**config.mk**
```make
export PLATFORM = sky130hd
export DESIGN_NAME = axis_fifo_wr_arbiter
export DESIGN_NICKNAME = d
export VERILOG_FILES = /design/src/rtl/axis_arb_pkg.sv /design/src/rtl/rr_arb2.sv /design/src/rtl/axis_fifo_wr_arbiter.sv
export SDC_FILE = /design/constraint.sdc
export NUM_CORES = 1
export LEC_CHECK = 0
export CELL_PAD_IN_SITES_DETAIL_PLACEMENT = 1
export CELL_PAD_IN_SITES_GLOBAL_PLACEMENT = 2
export CORE_MARGIN = 3
export CORE_UTILIZATION = 30
export CTS_CLUSTER_DIAMETER = 100
export CTS_CLUSTER_SIZE = 25
export DETAILED_ROUTE_END_ITERATION = 6
export PLACE_DENSITY = 0.9
export REMOVE_ABC_BUFFERS = 1
export SLEW_MARGIN = 20
export SYNTH_ARGS = -nofsm -noshare
export SYNTH_HDL_FRONTEND = slang
export SYNTH_SLANG_ARGS = --single-unit
```
**constraint.sdc**
```tcl
create_clock -name clk -period 6.3 [get_ports clk]
set_clock_uncertainty 0.2 [all_clocks]
set_input_delay 1.26 -clock clk [delete_from_list [all_inputs] [get_ports clk]]
set_output_delay 1.26 -clock clk [all_outputs]
set_load 0.01 [all_outputs]
```
**src/rtl/axis_arb_pkg.sv**
```systemverilog
// axis_arb_pkg: shared state encoding, source ids and sizing helper for the FIFO write arbiter
package axis_arb_pkg;
  typedef enum logic {ST_IDLE = 1'b0, ST_XFER = 1'b1} state_t;
  localparam logic SRC0 = 1'b0;
  localparam logic SRC1 = 1'b1;
  function automatic int clog2_beats(input int n);
    return $clog2(n) + 1;
  endfunction
endpackage

```
**src/rtl/rr_arb2.sv**
```systemverilog
// rr_arb2: combinational two-requester round-robin picker; ties go to the source not served last
module rr_arb2 (
  input  logic [1:0] req,
  input  logic       last_served,
  output logic       gnt_valid,
  output logic       gnt_id
);
  assign gnt_valid = |req;
  assign gnt_id    = &req ? ~last_served : req[1];
endmodule

```
**src/rtl/axis_fifo_wr_arbiter.sv**
```systemverilog
// axis_fifo_wr_arbiter: packet-level round-robin sharing of one FIFO write port between two AXI-Stream sources
module axis_fifo_wr_arbiter
  import axis_arb_pkg::*;
#(
  parameter int WIDTH     = 8,
  parameter int MAX_BEATS = 16,
  parameter int CNT_W     = 16
) (
  input  logic             clk,
  input  logic             rst,
  input  logic [WIDTH-1:0] s0_tdata,
  input  logic             s0_tvalid,
  input  logic             s0_tlast,
  output logic             s0_tready,
  input  logic [WIDTH-1:0] s1_tdata,
  input  logic             s1_tvalid,
  input  logic             s1_tlast,
  output logic             s1_tready,
  input  logic             fifo_full,
  output logic             fifo_wr_en,
  output logic [WIDTH-1:0] fifo_din,
  output logic             fifo_din_last,
  output logic             grant_id,
  output logic             busy,
  output logic [CNT_W-1:0] pkt_cnt0,
  output logic [CNT_W-1:0] pkt_cnt1,
  output logic [1:0]       ovl_err
);
  localparam int BW = clog2_beats(MAX_BEATS);
  state_t           r_state;
  logic             r_grant;
  logic             r_last_served;
  logic [BW-1:0]    r_beat_cnt;
  logic [CNT_W-1:0] r_pkt_cnt0;
  logic [CNT_W-1:0] r_pkt_cnt1;
  logic [1:0]       r_ovl;
  logic             w_gnt_valid;
  logic             w_gnt_id;
  logic             w_xfer;
  logic             w_rdy;
  logic             w_valid;
  logic             w_last;
  logic             w_forced;
  logic             w_din_last;
  logic             w_wr;
  rr_arb2 u_arb (
    .req        ({s1_tvalid, s0_tvalid}),
    .last_served(r_last_served),
    .gnt_valid  (w_gnt_valid),
    .gnt_id     (w_gnt_id)
  );
  always_comb begin
    w_xfer     = r_state == ST_XFER;
    w_rdy      = w_xfer & ~fifo_full;
    w_valid    = r_grant ? s1_tvalid : s0_tvalid;
    w_last     = r_grant ? s1_tlast : s0_tlast;
    w_forced   = r_beat_cnt == BW'(MAX_BEATS - 1);
    w_din_last = w_xfer & (w_last | w_forced);
    w_wr       = w_rdy & w_valid;
  end
  assign s0_tready     = w_rdy & (r_grant == SRC0);
  assign s1_tready     = w_rdy & (r_grant == SRC1);
  assign fifo_wr_en    = w_wr;
  assign fifo_din      = w_xfer ? (r_grant ? s1_tdata : s0_tdata) : '0;
  assign fifo_din_last = w_din_last;
  assign grant_id      = r_grant;
  assign busy          = w_xfer;
  assign pkt_cnt0      = r_pkt_cnt0;
  assign pkt_cnt1      = r_pkt_cnt1;
  assign ovl_err       = r_ovl;
  // last_served resets to SRC1 so source 0 wins the first tie
  always_ff @(posedge clk or posedge rst) begin
    if (rst) begin
      r_state       <= ST_IDLE;
      r_grant       <= SRC0;
      r_last_served <= SRC1;
      r_beat_cnt    <= '0;
      r_pkt_cnt0    <= '0;
      r_pkt_cnt1    <= '0;
      r_ovl         <= '0;
    end else if (r_state == ST_IDLE) begin
      if (w_gnt_valid) begin
        r_state    <= ST_XFER;
        r_grant    <= w_gnt_id;
        r_beat_cnt <= '0;
      end
    end else if (w_wr) begin
      r_beat_cnt <= r_beat_cnt + BW'(1);
      if (w_din_last) begin
        r_state       <= ST_IDLE;
        r_last_served <= r_grant;
        if (r_grant == SRC1) r_pkt_cnt1 <= r_pkt_cnt1 + CNT_W'(1);
        else r_pkt_cnt0 <= r_pkt_cnt0 + CNT_W'(1);
        if (!w_last) r_ovl[r_grant] <= 1'b1;
      end
    end
  end
endmodule
```
==> metrics.md, run 1 <==
| Metric | Value |
|---|---|
| Outcome | complete, no violations |
| Seq/Total Area, Yosys | between 50% and 60% |
| Max clock buf depth | 2 |
| Slew @ Worst Pin | between 600 and 700 ps |
| Mux cell area share after synthesis | just under 6% |
| Routed wire length | approximately 5 mm |
| Hold_buf cts | 0 |
| Lkg Pwr | about 1.3 nW |
| Register-to-Register Setup Slack | between 4000 and 5000 ps |
| Fmax | around 220 MHz |
| Vias per cell | roughly 4.8 |
| Largest family of logic cells by synthesized area | simple AND/OR/NAND/NOR gates |
| Slowest stage delay, CP | 580 ps |
| PwrDens | about 280 mW/mm² |
| Pins over their slew limit | 0 |
| Fin nets | just under 300 |
| Die area | between 0.008 and 0.009 mm² |
| Post-synth ARST share | 100.0% |
| Synth warn | 0 |
| RSZ-0062 raised after global routing | false |
| Adder-Cell Fraction of Synth Area | roughly 2.4% |
| Hold Crit Class | reg -> reg |
| Core Box Area | 0.006568 mm² |
| CP Data Arrival Time | roughly 3000 ps |
| CTS clock-pin slew for the worst setup and hold paths | roughly 80 ps |
| Vias in the first global route | 1830 |
| Hold slack | roughly 270 ps |
| Post-route setup slack | roughly 1800 ps |
| # diodes | 0 |
| Hold Crit Endpoint | r_last_served |
| Port-buffer cells | 70 |
| Core Util, Final | 45.36% |
| Worst-path cell chain | clkdlybuf4s50_1 > mux2_2 > nand2_1 > inv_1 > clkdlybuf4s50_1 |
| Grt ovf | 0 |
| # Max-Cap Violations | 0 |
| GP Congestion | about 0.7 |
| Peak VDD IR | 0.0001377 V |
| Mapped Area | 0.002097 mm² |
| # rows | 29 |
| DR vias | roughly 1700 |
| Critical path class | in -> out |
| Die height | around 90 µm |
| Synth Register Bits | 42 |
| Worst setup EP type | primary output |
| Synthesized area per cell | between 10 and 15 µm² |
| Reg2Reg Depth | 6 |
| Dpl ws | roughly 1800 ps |
| Largest delay contributor family on the critical path | buffers and inverters |
| DP HPWL | 4.018 mm |
| Die width | between 80 and 90 µm |
| CP max stage cell | clkdlybuf4s50_1 |
| Syn Inst Count | ~200 |
| Hold path cells | 2 |
| WP buf/inv | 3 |
| Post-synth EDFFs | 0 |
| Worst flop-to-flop path endpoint | pkt_cnt0[1] |
| Top FF cell, synth | dfrtp_1 |
| Final setup TNS | 0 ps |
| Most used cell, CP | clkdlybuf4s50_1 |
| Detailed Routing Iterations Pass 1 | 4 |
| H-tree depth | 2 |
| Largest net degree at the start of global routing | 43 |
| Post-Synth XOR/XNOR Area | 12.53% |
| Drt first-iter violations | 35 |
| HP Start | r_last_served |
| Post-route ant nets | 0 |
| Clock sink total | between 40 and 50 |
| Placed cell area | ~0.0029 mm² |
| Layout cells sized above 1 | roughly 6.7% |
| First-pass GRT wire length | 8.452 mm |
| # DRC | 0 |
| CTS buffer count | 5 |
| Synth unique cells | 40 |
| Crit path launch type | primary input |
| Final Hold Viols | 0 |
| Routed wire per std cell | roughly 14 µm |
| Initial antenna violation count | 0 |
| Synth-to-Final Area Change | 42.06% |
| Reg-to-Reg Start | r_beat_cnt[0] |
| Total GRT Usage | between 10 and 15% |
| Final Setup Violations | 0 |
| Minimum clock period | roughly 4500 ps |
| WP data required | between 4000 and 5000 ps |
| Compound-Gate Fraction of Synth Area | around 5% |
| Fin area | around 0.003 mm² |
| I/O pins | 71 |
| Crit-path max FO | 8 |
| Clock Latency Late Sink | around 300 ps |
| Max-slew headroom | between 50% and 60% |
| Post-CTS Setup Repair Bufs | 0 |
| CTS root buf | clkbuf_8 |
| Final period utilization | between 70% and 80% |
| CTS tree | yes |
| Post-CTS sizing | 0 |
| Initial Util | approximately a third |
| Synth Area in Simple Gates | 21.06% |
state kept, by name, indices dropped and copies added, names as in the netlist:
signal / count
pkt_cnt0: 16
pkt_cnt1: 16
r_beat_cnt: 5
ovl_err: 2
busy: 1
grant_id: 1
r_last_served: 1
synthesized netlist by cell type, types with 2 or more instances:
library cell,n,area (µm²)
mux2i_1,8,80.08
xnor2_1,23,201.4
nand3_1,16,80.08
ha_1,4,50.05
nor3_1,2,10.01
buf_2,2,10.01
and3_1,9,56.30
and2_1,3,18.77
dfrtp_1,41,1026
o21ai_0,4,20.02
mux2_2,3,33.78
nand2_1,15,56.30
xor2_1,7,61.31
nor4_1,2,12.51
nor2_1,13,48.80
nand4_1,10,62.56
inv_1,8,30.03
and4_1,3,26.28
final cells by class:
| cell class | count | area (µm²) |
|---|---|---|
| sequential | 42 | 1052 |
| clock buffer | 6 | 72.57 |
| timing repair buffer | 71 | 708.2 |
| inverter | 9 | 35.03 |
| clock inverter | 2 | 10.01 |
| fill | 743 | 3588 |
| multi-input combinational | 140 | 984.7 |
| tap | 93 | 116.4 |
where the power goes:
group          switching, mW  internal (mW)  total, mW
Combinational          0.123          0.168      0.291
Clock                 0.0914         0.0768      0.168
Sequential            0.0672          0.314      0.381
routing by layer:
metal	vias to the layer above	part of all wire (%)	GRT usage (%)	wire [µm]
li1	832	-	-	-
met1	835	40	15.76	2065
met2	53	51	23.87	2598
met3	5	7.1	4.653	361
met4	0	1.7	4.871	89
met5	-	0	0	0
stage by stage:
step                      power (mW)  cells
final                         0.8401    363
after global routing          0.9022    363
after CTS                     0.8590    363
after detailed placement      0.6852    355
after global placement        0.6754    355
after floorplan               0.5157    191
tightest hold or removal path: stages, from the launching register on:
cell and delay [ps]:
dfstp_2 380, inv_1 40, a21oi_1 50
worst max path at each step:
stage	from	to	slack, ps	depth (start not counted)
floorplan	s1_tvalid	fifo_wr_en	3020	3
global placement	s0_tvalid	fifo_wr_en	1900	5
detailed placement	s0_tvalid	fifo_wr_en	1840	5
CTS	s0_tvalid	fifo_wr_en	1830	5
global route	s0_tvalid	fifo_wr_en	1700	5
finish	s0_tvalid	fifo_wr_en	1840	5
cell families after synthesis:
group	count (synthesis)
flops	42
buf+inv	13
simple gates	80
xor+xnor	30
compound gates	14
fa+ha+maj	4
mux	12
cell usage in the layout (no fill, tap or decap), types with 2 or more instances in the layout:
cell type / synthesis / final
nor2_1: 13 / 13
clkdlybuf4s50_1: 0 / 70
nand2_1: 15 / 15
nor4_1: 2 / 2
ha_1: 4 / 4
and2_1: 3 / 3
clkbuf_8: 0 / 5
mux2_2: 3 / 3
and3_1: 9 / 9
nor3_1: 2 / 2
inv_1: 8 / 8
dfrtp_1: 41 / 41
clkinv_2: 1 / 3
xnor2_1: 23 / 23
mux2i_1: 8 / 8
o21ai_0: 4 / 4
xor2_1: 7 / 7
nand4_1: 10 / 10
nand3_1: 16 / 16
and4_1: 3 / 3
Note: power is estimated with default switching activity, not from simulation.
==> run 2: changes to the inputs <==
--- a/config.mk
+++ b/config.mk
@@ -8,11 +8,11 @@
 export CELL_PAD_IN_SITES_DETAIL_PLACEMENT = 1
 export CELL_PAD_IN_SITES_GLOBAL_PLACEMENT = 2
 export CORE_MARGIN = 3
-export CORE_UTILIZATION = 30
+export CORE_UTILIZATION = 28
 export CTS_CLUSTER_DIAMETER = 100
 export CTS_CLUSTER_SIZE = 25
 export DETAILED_ROUTE_END_ITERATION = 6
-export PLACE_DENSITY = 0.9
+export PLACE_DENSITY = 0.85
 export REMOVE_ABC_BUFFERS = 1
 export SLEW_MARGIN = 20
 export SYNTH_ARGS = -nofsm -noshare
==> constraint.sdc (replaced) <==
create_clock -name clk -period 4.6 [get_ports clk]
set_clock_uncertainty 0.2 [all_clocks]
set_input_delay 0.92 -clock clk [delete_from_list [all_inputs] [get_ports clk]]
set_output_delay 0.92 -clock clk [all_outputs]
set_load 0.01 [all_outputs]
==> run 2 against run 1 <==
Setup slack lost 1000 ps. Die area grew 6.7%. Via count shrank 0.12%. Global-route usage shrank 0.97 points. Flip-flop and latch count is the same. Utilization shrank 2.4 points. Total power grew 45%. Sequential share of layout area shrank 0.40 points. Clock power grew 77%. Largest power group unchanged.
==> metrics.md, run 2 (synthesized netlist as in run 1, its figures left out) <==
| Metric | Value |
|---|---|
| # DRC | 0 (unchanged) |
| CTS buffer count | 5 (unchanged) |
| Switch Pwr | 0.3973 mW (+41%) |
| Int Pwr | 0.8235 mW (+47%) |
| Final Setup Violations | 0 (unchanged) |
| Post-route ant nets | 0 (unchanged) |
| Initial antenna violation count | 0 (unchanged) |
| Hold path cells | 1 (-1) |
| # diodes | 0 (unchanged) |
| CTS clock-pin slew for the worst setup and hold paths | 90 ps (about the same) |
| Fin nets | 296 (unchanged) |
| RSZ-0062 raised after global routing | false |
| Dpl ws | 839.0 ps (-1004 ps) |
| Clock power share | 24.3% (+4.3 points) |
| Die width | 92.54 µm (+3.3%) |
| Layout cells sized above 1 | 7.037% (+0.37 points) |
| Crit-path max FO | 8 (unchanged) |
| Slew @ Worst Pin | 686.5 ps (+22.84 ps) |
| WP buf/inv | 3 (unchanged) |
| Grt ovf | 0 (unchanged) |
| Largest delay contributor family on the critical path | buffers and inverters |
| Initial Util | 29.88% (-2.1 points) |
| Detailed Routing Iterations Pass 1 | 3 (-1) |
| DR vias | 1723 (-0.12%) |
| HP Start | pkt_cnt0[15] |
| GP Congestion | 0.7410 (+5.2%) |
| Hold Crit Endpoint | pkt_cnt0[15] |
| Post-CTS Setup Repair Bufs | 0 (unchanged) |
| Non-filler cells, final | 366 (+0.83%) |
| Routed wire length | 5.171 mm (+1.1%) |
| Clock sink total | 42 (unchanged) |
| # rows | 30 (+3.4%) |
| Outcome | complete, no violations |
| CP max stage cell | clkdlybuf4s50_1 |
| Dpl cells | 358 (+0.85%) |
| Die area | 0.008564 mm² (+6.7%) |
| Port-buffer cells | 70 (unchanged) |
| # Max-Cap Violations | 0 (unchanged) |
| PwrDens | 405.2 mW/mm² (+44%) |
| Total power | 1.221 mW (+45%) |
| Commonest non-fill, non-tap cell in the layout | clkdlybuf4s50_1 |
| CTS tree | yes |
| Fillers | 775 (+4.3%) |
| Logic gate share of total power | 32.5% (-2.1 points) |
| Instance count on the critical path | 5 (unchanged) |
| Worst flop-to-flop path endpoint | pkt_cnt1[1] |
| Commonest cells after routing, fill and taps aside | clkdlybuf4s50_1 (70), dfrtp_1 (41), xnor2_1 (23), nand3_1 (16), nand2_1 (15) |
| Final period utilization | approximately 82% |
| Register-to-Register Setup Slack | 2280 ps (-1760 ps) |
| Reg-to-Reg Start | r_beat_cnt[0] |
| Max clock buf depth | 2 (unchanged) |
| Seq pwr share | 43.1% (-2.3 points) |
| Peak VDD IR | 0.0001526 V (+11%) |
| Core Box Area | 0.007019 mm² (+6.9%) |
| Die height | 92.54 µm (+3.3%) |
| Hold slack | 271.5 ps (-2.679 ps) |
| Post-route setup slack | 831.5 ps (-1010 ps) |
| Reg2Reg Depth | 5 (-1) |
| Largest net degree at the start of global routing | 43 (unchanged) |
| Lkg Pwr | 1.324 nW (+1.0%) |
| Total GRT Usage | 12.79% (-0.97 points) |
| CP Data Arrival Time | 2650 ps (-350 ps) |
| Crit path launch type | primary input |
| Minimum clock period | ~3800 ps |
| First-pass GRT wire length | 8.832 mm (+4.5%) |
| Vias per cell | 4.708 (-0.93%) |
| DP HPWL | 3.917 mm (-2.5%) |
| Max-slew headroom | 54.24% (-1.5 points) |
| Drt first-iter violations | 40 (+14%) |
| I/O pins | 71 (unchanged) |
| Synth-to-Final Area Change | 43.68% |
| Most used cell, CP | clkdlybuf4s50_1 |
| Pins over their slew limit | 0 (unchanged) |
| Hold_buf cts | 0 (unchanged) |
| Worst setup EP type | primary output |
| Worst-path cell chain | clkdlybuf4s50_1 > mux2_2 > nand2_1 > inv_1 > clkdlybuf4s50_1 |
| Post-CTS sizing | 0 (unchanged) |
| Final Hold Viols | 0 (unchanged) |
| CTS root buf | clkbuf_8 |
| Vias in the first global route | 1778 (-2.8%) |
| Final setup TNS | 0 ps (unchanged) |
| Slowest stage delay, CP | 600 ps (+20 ps) |
| Fmax | around 270 MHz |
| Hold Crit Class | reg -> reg |
| Critical path class | in -> out |
| Sw Share | 32.54% (-0.93 points) |
| WP data required | 3480 ps (-1360 ps) |
| Clock Latency Late Sink | 290 ps (about the same) |
| Routed wire per std cell | 14.13 µm (+0.29%) |
| H-tree depth | 2 (unchanged) |
## run 2: changes by cell type in the layout (fill, tap and decap cells not counted)
cell,previous run,this run
bufinv_16,0,1
clkbuf_1,1,0
clkinv_2,3,2
inv_6,0,1
## run 2: how the worst max path moves through the flow
stage / start / end / slack (ps)
2_1_floorplan: s1_tvalid / fifo_wr_en / 2000
3_3_place_gp: s0_tvalid / fifo_wr_en / 880
3_5_place_dp: s0_tvalid / fifo_wr_en / 840
4_1_cts: s0_tvalid / fifo_wr_en / 820
5_1_grt: s0_tvalid / fifo_wr_en / 690
6_report: s0_tvalid / fifo_wr_en / 830
## run 2: area by class of cell
| type | instances | area [µm²] | area share (%) |
|---|---|---|---|
| Inverter | 9 | 35.03 | 1.163 |
| Timing Repair Buffer | 71 | 708.2 | 23.50 |
| Multi-Input combinational cell | 140 | 984.7 | 32.68 |
| Clock buffer | 5 | 68.82 | 2.284 |
| Tap cell | 96 | 120.1 | 3.987 |
| Clock inverter | 3 | 43.79 | 1.453 |
| Sequential cell | 42 | 1052 | 34.93 |
## run 2: layer usage
layer / global-route usage, % / vias up / share of wire, %
met5: 0 / - / 0
met4: 3.713 / 0 / 1.3
met3: 4.305 / 6 / 7.9
met2: 20.73 / 55 / 46
met1: 16.17 / 828 / 45
li1: - / 834 / -
## run 2: power groups by stage
| stage | combinational (mW) | sequential [mW] | clock [mW] |
|---|---|---|---|
| 6_report | 0.397 | 0.527 | 0.297 |
| 5_1_grt | 0.439 | 0.543 | 0.326 |
| 3_3_place_gp | 0.397 | 0.536 | 0 |
| 4_1_cts | 0.407 | 0.531 | 0.309 |
| 2_1_floorplan | 0.180 | 0.527 | 0 |
| 3_5_place_dp | 0.402 | 0.537 | 0 |
## run 2: worst reg2reg max path: cells and delay by family (launching register included)
kind / cells / cell delay [ps]
multiplexers: 1 / 410
AO/OA/AOI/OAI: 1 / 560
flip-flops: 1 / 410
AND/OR/NAND/NOR: 1 / 170
adder cells (fa/ha/maj): 2 / 470
## run 2: per-stage QoR
stage,util [%],instance area (µm²)
2_1_floorplan,-,2072
3_3_place_gp,41.32,2900
3_5_place_dp,41.32,2900
4_1_cts,42.92,3013
5_1_grt,42.92,3013
6_report,42.92,3013
